File: src/rtl/pr_iter_sequencer.sv
// ---------------------------------------------------------------------------
// pr_iter_sequencer
//
// Iteration sequencer for the four-engine PageRank fabric. Each iteration is
// started on every engine with one broadcast pulse. The block then waits at a
// barrier until every engine has reported completion at least once. After
// MAX_ITER iterations it loads the node-value snapshot register and runs the
// sorter. A watchdog covers both waits, so a stalled path ends in a sticky
// error state instead of a hang.
//
// Ports
//   i_clk             single clock, rising edge
//   i_reset           synchronous, active-high; clears all state
//   i_go              start request, honoured only in IDLE or DONE
//   i_pe_iter_done    per-engine iteration complete (pulse or level)
//   i_sort_done       sorter completion
//   o_pe_start        one-cycle broadcast iteration start
//   o_pe_hold         engines frozen while high
//   o_snapshot        one-cycle load enable for the snapshot register
//   o_sort_start      one-cycle sorter start
//   o_iter_count      completed iterations in the current run
//   o_busy            high in every state except IDLE, DONE, ERR
//   o_done            run complete, held until the next go
//   o_timeout         sticky watchdog error
//
// State table
//   state      | meaning
//   S_IDLE     | after reset, engines held, waiting for go
//   S_ISSUE    | pe_start pulse, barrier mask and watchdog cleared
//   S_WAIT     | barrier: collect done bits until all engines reported
//   S_SYNC     | count the finished iteration, pick next iteration or snapshot
//   S_SNAP     | snapshot pulse, engines frozen from here on
//   S_SORT_GO  | sort_start pulse, watchdog cleared
//   S_SORT_WAIT| wait for sort_done
//   S_DONE     | run complete, waiting for go
//   S_ERR      | watchdog expired; only reset leaves
// ---------------------------------------------------------------------------
module pr_iter_sequencer #(
    parameter int NUM_PE   = 4,
    parameter int MAX_ITER = 16,
    parameter int ITER_W   = 8,
    parameter int TIMEOUT  = 1024,
    parameter int TMO_W    = 16
) (
    input  logic              i_clk,
    input  logic              i_reset,
    input  logic              i_go,
    input  logic [NUM_PE-1:0] i_pe_iter_done,
    input  logic              i_sort_done,
    output logic              o_pe_start,
    output logic              o_pe_hold,
    output logic              o_snapshot,
    output logic              o_sort_start,
    output logic [ITER_W-1:0] o_iter_count,
    output logic              o_busy,
    output logic              o_done,
    output logic              o_timeout
);

    typedef enum logic [3:0] {
        S_IDLE,
        S_ISSUE,
        S_WAIT,
        S_SYNC,
        S_SNAP,
        S_SORT_GO,
        S_SORT_WAIT,
        S_DONE,
        S_ERR
    } state_t;

    localparam logic [ITER_W-1:0] LP_MAX_ITER = ITER_W'(MAX_ITER);
    localparam logic [TMO_W-1:0]  LP_WDOG_TC  = TMO_W'(TIMEOUT - 1);

    state_t              r_state;
    logic [NUM_PE-1:0]   r_mask;
    logic [TMO_W-1:0]    r_wdog;
    logic [ITER_W-1:0]   r_iter_count;
    logic                r_pe_start;
    logic                r_pe_hold;
    logic                r_snapshot;
    logic                r_sort_start;
    logic                r_busy;
    logic                r_done;
    logic                r_timeout;

    logic [NUM_PE-1:0]   w_mask_next;
    logic                w_all_done;
    logic                w_wdog_tc;
    logic [ITER_W-1:0]   w_iter_inc;
    logic                w_last_iter;
    logic [TMO_W-1:0]    w_wdog_inc;

    // A done bit arriving together with the last missing one still counts,
    // so the barrier test looks at the mask including this cycle's inputs.
    assign w_mask_next = r_mask | i_pe_iter_done;
    assign w_all_done  = &w_mask_next;
    assign w_wdog_tc   = (r_wdog == LP_WDOG_TC);
    assign w_wdog_inc  = r_wdog + TMO_W'(1);
    assign w_iter_inc  = r_iter_count + ITER_W'(1);
    assign w_last_iter = (w_iter_inc == LP_MAX_ITER);

    // Outputs are registered alongside the state, so each is set on the edge
    // that enters the state it belongs to.
    always_ff @(posedge i_clk) begin
        if (i_reset) begin
            r_state      <= S_IDLE;
            r_mask       <= '0;
            r_wdog       <= '0;
            r_iter_count <= '0;
            r_pe_start   <= 1'b0;
            r_pe_hold    <= 1'b1;
            r_snapshot   <= 1'b0;
            r_sort_start <= 1'b0;
            r_busy       <= 1'b0;
            r_done       <= 1'b0;
            r_timeout    <= 1'b0;
        end else begin
            r_pe_start   <= 1'b0;
            r_snapshot   <= 1'b0;
            r_sort_start <= 1'b0;

            case (r_state)
                S_IDLE, S_DONE: begin
                    if (i_go) begin
                        r_state      <= S_ISSUE;
                        r_iter_count <= '0;
                        r_done       <= 1'b0;
                        r_pe_hold    <= 1'b0;
                        r_pe_start   <= 1'b1;
                        r_busy       <= 1'b1;
                    end
                end

                S_ISSUE: begin
                    r_mask  <= '0;
                    r_wdog  <= '0;
                    r_state <= S_WAIT;
                end

                S_WAIT: begin
                    r_mask <= w_mask_next;
                    r_wdog <= w_wdog_inc;
                    // Barrier completion wins over a watchdog expiring the same cycle.
                    if (w_all_done) begin
                        r_state <= S_SYNC;
                    end else if (w_wdog_tc) begin
                        r_state   <= S_ERR;
                        r_timeout <= 1'b1;
                        r_pe_hold <= 1'b1;
                        r_busy    <= 1'b0;
                    end
                end

                S_SYNC: begin
                    r_iter_count <= w_iter_inc;
                    if (w_last_iter) begin
                        r_state    <= S_SNAP;
                        r_snapshot <= 1'b1;
                        r_pe_hold  <= 1'b1;
                    end else begin
                        r_state    <= S_ISSUE;
                        r_pe_start <= 1'b1;
                    end
                end

                S_SNAP: begin
                    r_state      <= S_SORT_GO;
                    r_sort_start <= 1'b1;
                end

                S_SORT_GO: begin
                    r_wdog  <= '0;
                    r_state <= S_SORT_WAIT;
                end

                S_SORT_WAIT: begin
                    r_wdog <= w_wdog_inc;
                    if (i_sort_done) begin
                        r_state <= S_DONE;
                        r_done  <= 1'b1;
                        r_busy  <= 1'b0;
                    end else if (w_wdog_tc) begin
                        r_state   <= S_ERR;
                        r_timeout <= 1'b1;
                        r_pe_hold <= 1'b1;
                        r_busy    <= 1'b0;
                    end
                end

                S_ERR: begin
                    r_state <= S_ERR;
                end

                default: begin
                    r_state   <= S_IDLE;
                    r_pe_hold <= 1'b1;
                    r_busy    <= 1'b0;
                end
            endcase
        end
    end

    assign o_pe_start   = r_pe_start;
    assign o_pe_hold    = r_pe_hold;
    assign o_snapshot   = r_snapshot;
    assign o_sort_start = r_sort_start;
    assign o_iter_count = r_iter_count;
    assign o_busy       = r_busy;
    assign o_done       = r_done;
    assign o_timeout    = r_timeout;

endmodule

File: config.mk
export PLATFORM = sky130hd
export DESIGN_NAME = pr_iter_sequencer
export DESIGN_NICKNAME = d
export VERILOG_FILES = /design/src/rtl/pr_iter_sequencer.sv
export SDC_FILE = /design/constraint.sdc
export NUM_CORES = 1
export LEC_CHECK = 0
export CORE_MARGIN = 4
export CORE_UTILIZATION = 25
export DETAILED_ROUTE_END_ITERATION = 10
export GPL_TIMING_DRIVEN = 0
export HOLD_SLACK_MARGIN = 0.02
export SYNTH_ARGS = -nofsm -noshare
export SYNTH_HDL_FRONTEND = slang
export SYNTH_SLANG_ARGS = --single-unit
File: constraint.sdc
create_clock -name i_clk -period 6.05 [get_ports i_clk]
set_clock_uncertainty 0.1 [all_clocks]
set_input_delay 0.9075 -clock i_clk [delete_from_list [all_inputs] [get_ports i_clk]]
set_output_delay 0.9075 -clock i_clk [all_outputs]
set_load 0.005 [all_outputs]
# Yosys cells after proc, flatten, opt, wreduce, memory -nomap -nowiden
# Cells that the tools add are included.
dict set report totals {
  elab_cells 82
  out_inout_bits 15
  input_bits 8
  reg_bits 39
}
dict set report classes {
  n_addsub 2
  n_eq_ne 15
  n_reduce_logical 18
  bitwise 4
  n_mux 32
}
# cell n
set op_table {}
lappend op_table {{$pmux 16 s2} 1}
lappend op_table {{$pmux 4 s8} 1}
lappend op_table {{$mux 1} 17}
lappend op_table {{$add 16x1->16 const B} 1}
lappend op_table {{$eq 16x10->1 const B} 1}
lappend op_table {{$eq 4x3->1 const B} 4}
lappend op_table {{$mux 4} 4}
lappend op_table {{$pmux 8 s2} 1}
lappend op_table {{$ne 2x2->1 const B} 5}
lappend op_table {{$reduce_bool 2->1} 5}
lappend op_table {{$reduce_and 3->1} 3}
lappend op_table {{$add 8x1->8 const B} 1}
lappend op_table {{$eq 4x2->1 const B} 2}
lappend op_table {{$eq 8x5->1 const B} 1}
lappend op_table {{$mux 8} 1}
lappend op_table {{$pmux 4 s2} 1}
lappend op_table {{$reduce_or 2->1} 4}
lappend op_table {{$pmux 1 s2} 3}
lappend op_table {{$pmux 1 s5} 1}
lappend op_table {{$reduce_and 5->1} 1}
lappend op_table {{$reduce_or 5->1} 1}
lappend op_table {{$eq 4x1->1 const B} 1}
lappend op_table {{$eq 4x4->1 const B} 1}
lappend op_table {{$logic_not 4->1} 1}
lappend op_table {{7 further kinds} 9}

# Logic depth before layout (Yosys ltp)
dict set report depth {
  word_depth 4
  depth_mapped 8
  mapped_depth_nobuf 6
}

# Worst setup path after synthesis
# Ideal clock, no wire load.
dict set report synth_timing {
  path_kind {flip-flop to flip-flop}
  start {register r_wdog[0]}
  end {register r_state[2]}
  required_time_ns 5.818
  synth_period_minus_slack_ns 2.006
  setup_slack_ns 4.044
  path_stages_with_launch 8
  setup_ns 0.132
  n_path_buf 1
  t_arrival_ns 1.774
  path_cell_list {dfxtp_1 ha_1 nand3_1 or3_1 buf_2 or4_1 nand4_1 a21oi_1}
}
dict set report synth_via {
  elab_chain_cells 4
  elab_cells_between_ends 5
  cone_classes {eq/ne: 1; mux: 4}
}
# item line_no
set synth_rtl {}
lappend synth_rtl {{start, declared} 77} ;# logic [TMO_W-1:0] r_wdog;
lappend synth_rtl {{start signal, assigned} 143} ;# r_wdog <= w_wdog_inc;
lappend synth_rtl {{start signal, assigned} 178} ;# r_wdog <= w_wdog_inc;
lappend synth_rtl {{$eq 16x10->1 *} 98} ;# assign w_wdog_tc = (r_wdog == LP_WDOG_TC);
lappend synth_rtl {{$mux 4 *} --}
lappend synth_rtl {{$mux 4, on equally long branches} --}
lappend synth_rtl {{$pmux 4 s8 *} --}
lappend synth_rtl {{end signal, assigned} 107} ;# r_state <= S_IDLE;
lappend synth_rtl {{end signal, assigned} 126} ;# r_state <= S_ISSUE;
lappend synth_rtl {{end signal, assigned} 138} ;# r_state <= S_WAIT;
lappend synth_rtl {{end, declared} 75} ;# state_t r_state;
# Every way passes the cells marked *; elsewhere a longest branch is shown, timed or not.
# A chain may end at the register's enable or synchronous reset.

# Worst setup path in the final report
dict set report layout_timing {
  start {input i_reset}
  end {register r_iter_count[6] (netlist: o_iter_count[6])}
}
# item line_no
set layout_rtl {}
lappend layout_rtl {{start, declared} 46} ;# input logic i_reset,
lappend layout_rtl {{end signal, assigned} 156} ;# r_iter_count <= w_iter_inc;
lappend layout_rtl {{end, declared} 78} ;# logic [ITER_W-1:0] r_iter_count;
# No word-level cell between the ends.

==> impl_metrics.toml <==
[yosys]
synth.area.top_cells = "dfxtp_1 38%, a21oi_1 8.0%, nor2_1 5.8%, nand2_1 3.6%, o21ai_0 3.6%"
synth.largest_area_cell = "dfxtp_1"
synth_edf_count = 0
netlist_area_um2 = 2070
synth.net_count = 273
avgSynthCellArea_um2 = 7.85
synth_cell_types = 54
synth_top_flop_cell = "dfxtp_1"
ys_warn_count = 0
synthCells = 263
synth-seq-area-share_pct = 37.8
async_flop_share_pct = 0
synth_largest_type_area_fraction_pct = 37.8
synth.ff_latch_count = 39

[final_layout]
finish.instance_area_um2 = 2500
fill_cells = 844
finish.utilization_pct = 31.7
layout.cells.most_common_list = "39 x dfxtp_1, 33 x a21oi_1, 32 x nor2_1"
mostFrequentLayoutCell = "dfxtp_1"
n_antenna_cell = 0
instances_no_fill = 395
area_growth_syn_to_layout_pct = 20.9
drive_gt1_share_pct = 7.51
num-nets-final = 302

[route]
dr_total_vias = 2059
avgRoutedWirePerCell_um = 13.8
drt_first_iter_violations = 115
postRouteWirelength_um = 5470
detail-route-antenna-nets = 0
drc = 0
detail_route.vias_per_cell = 5.21
dr.pass1.iters = 4

[pwr]
static-leakage-power_nw = 0.795
ir_worst_vdd_v = 0.000137
total_power_mw = 0.522
powerDensity_nw_per_um2 = 209

[worst_setup_path]
critPathMaxStageDelay_ns = 0.54
crit_top_cell = "clkbuf_1"
critical_path_required_ns = 6.11
crit_path_top_delay_cell = "clkbuf_1"
crit_type = "input port to flip-flop"
arrival_ns = 2.51
timing.reg2reg.worst_path_depth = 6
crit-reg2reg-capture = "o_pe_hold"
worst_reg_to_reg_setup_slack_ns = 3.79
worstReg2RegStart = "o_iter_count[0]"
critPathLaunchType = "input port"
crit_fanout = 10
cp_cell_sequence = "clkdlybuf4s50_1 > clkbuf_1 > clkbuf_1 > nor2_1"
setup.worst_path.end_class = "flip-flop"

[global_routing]
grt_max_degree = 13
track_usage_pct = 11.6
global_route.usage.met1_pct = 15.3
initial_antenna_violation_count = 0
grt-busiest-layer = "met2"
global_route.usage.met2_pct = 18.4
first_pass_grt_wire_length_um = 9260
met3_usage_pct = 2.76
grt.overflow.total = 0
number_of_global_route_vias_before_repair = 1904

[cts]
cts_root_buf = "clkbuf_8"
cts_resized = 0
numCtsBuffers = 5
cts.sinks = 39
cts_tree = "done"
clock_latency_ns = 0.30
clkTransAtPathRegs_ns = 0.08
ctsHoldBuffers = 0
postCtsSetupRepairBufs = 0
cts-root-to-sink-buffers = 2
htree_num_levels = 2

[timing]
fmax_mhz = 409
relSlewSlack_pct = 53.3
final-setup-viol-count = 0
finalWorstPathRequiredPeriod_ns = 2.45
finalHoldWorstSlack_ns = 0.378
rsz0062_at_grt = "no"
fin_tns_setup_ns = 0
slew_at_the_pin_with_the_worst_max_slew_slack_ns = 0.695
timing.final.max_slew_violations = 0
hold_violations = 0
timing.final.crit_share_pct = 40.4
setup_ws_ns = 3.60

[place]
placed_cells = 387
dpl.hpwl_um = 3880
pre_cts_ws_ns = 3.28
placed_area_um2 = 2410
port_buffers = 22
gp_congestion = 0.841

[outcome]
run_status = "complete, no violations"

[die]
fp.dieArea_um2 = 9780
starting_utilization_of_the_core_area_pct = 26.2
coreArea_um2 = 7890
rows = 32
io_pins = 23
die_width_um = 98.9
die-height_um = 98.9

[run]
cap_violations = 0

[worst_hold_path]
hold_path_stages = 2
terminating_pin_of_the_worst_hold_path = "o_pe_hold"
worstHoldStart = "o_pe_hold"
min-delay-path-class = "flip-flop to flip-flop"
cells by family after synthesis:
family,Yosys count,synth area share (%)
compound gates,84,26.7
mux,1,0.545
buf+inv,20,3.88
flops,39,37.8
xor+xnor,2,0.848
fa+ha+maj,2,1.21
simple gates,115,29.1
how the worst max path moves through the flow:
stage,depth (start not counted),startpoint,slack [ns],to
4_1_cts,4,i_reset,3.60,o_iter_count[6]
3_5_place_dp,4,i_reset,3.28,o_iter_count[6]
5_1_grt,4,i_reset,3.51,o_iter_count[6]
3_3_place_gp,4,i_reset,3.29,o_iter_count[3]
2_1_floorplan,7,r_wdog[0],4.04,r_state[2]
6_report,4,i_reset,3.60,o_iter_count[6]
area by class of cell:
type	count	area, um^2	share of cell area (%)
Buffer	18	72.6	2.91
Clock buffer	5	68.8	2.76
Clock inverter	3	15.0	0.601
Inverter	2	7.51	0.301
Multi-Input combinational cell	204	1200	48.2
Sequential cell	39	781	31.3
Tap cell	102	128	5.11
Timing Repair Buffer	22	220	8.82
critical path, delay by kind of cell:
| kind | cells | cell delay (ns) |
|---|---|---|
| and+or+nand+nor | 1 | 0.11 |
| buffers and inverters | 3 | 1.50 |
metal layers:
metal / wire length (um) / part of all wire (%)
met1: 2590 / 47
met4: 102 / 1.9
met2: 2510 / 46
met5: 0 / 0
met3: 260 / 4.8
synthesized netlist by cell type (2+ instances only):
cell type and count:
nor4b_1 2, nor4_1 2, nand4b_1 2, or4_1 3
clkbuf_1 14, dfxtp_1 39, o21a_1 8, nand3b_1 3
o22ai_1 2, buf_2 4, and2_1 2, a21o_1 2
nand2b_1 4, a211oi_1 2, o31ai_1 2, a21oi_1 33
nor3_1 12, nor2_1 32, nand2_1 20, or3_1 3
and3_1 4, o21ai_0 15, a31oi_1 5, nand3_1 13
nand4_1 4, ha_1 2, o21ba_2 2
sequential cells by signal (all words and copies together), names as in the netlist:
register and flops:
o_pe_start 1, r_state 4, r_mask 4, r_wdog 16
o_snapshot 1, o_done 1, o_busy 1, o_pe_hold 1
o_timeout 1, o_iter_count 8, o_sort_start 1
report_power, final:
part           leakage [nW]  total [mW]  internal (mW)  switching, mW
logic                 0.432      0.0792         0.0316         0.0476
clock network        0.0477       0.177         0.0790         0.0975
registers             0.315       0.266          0.263        0.00370
(Power assumes the default switching activity.)
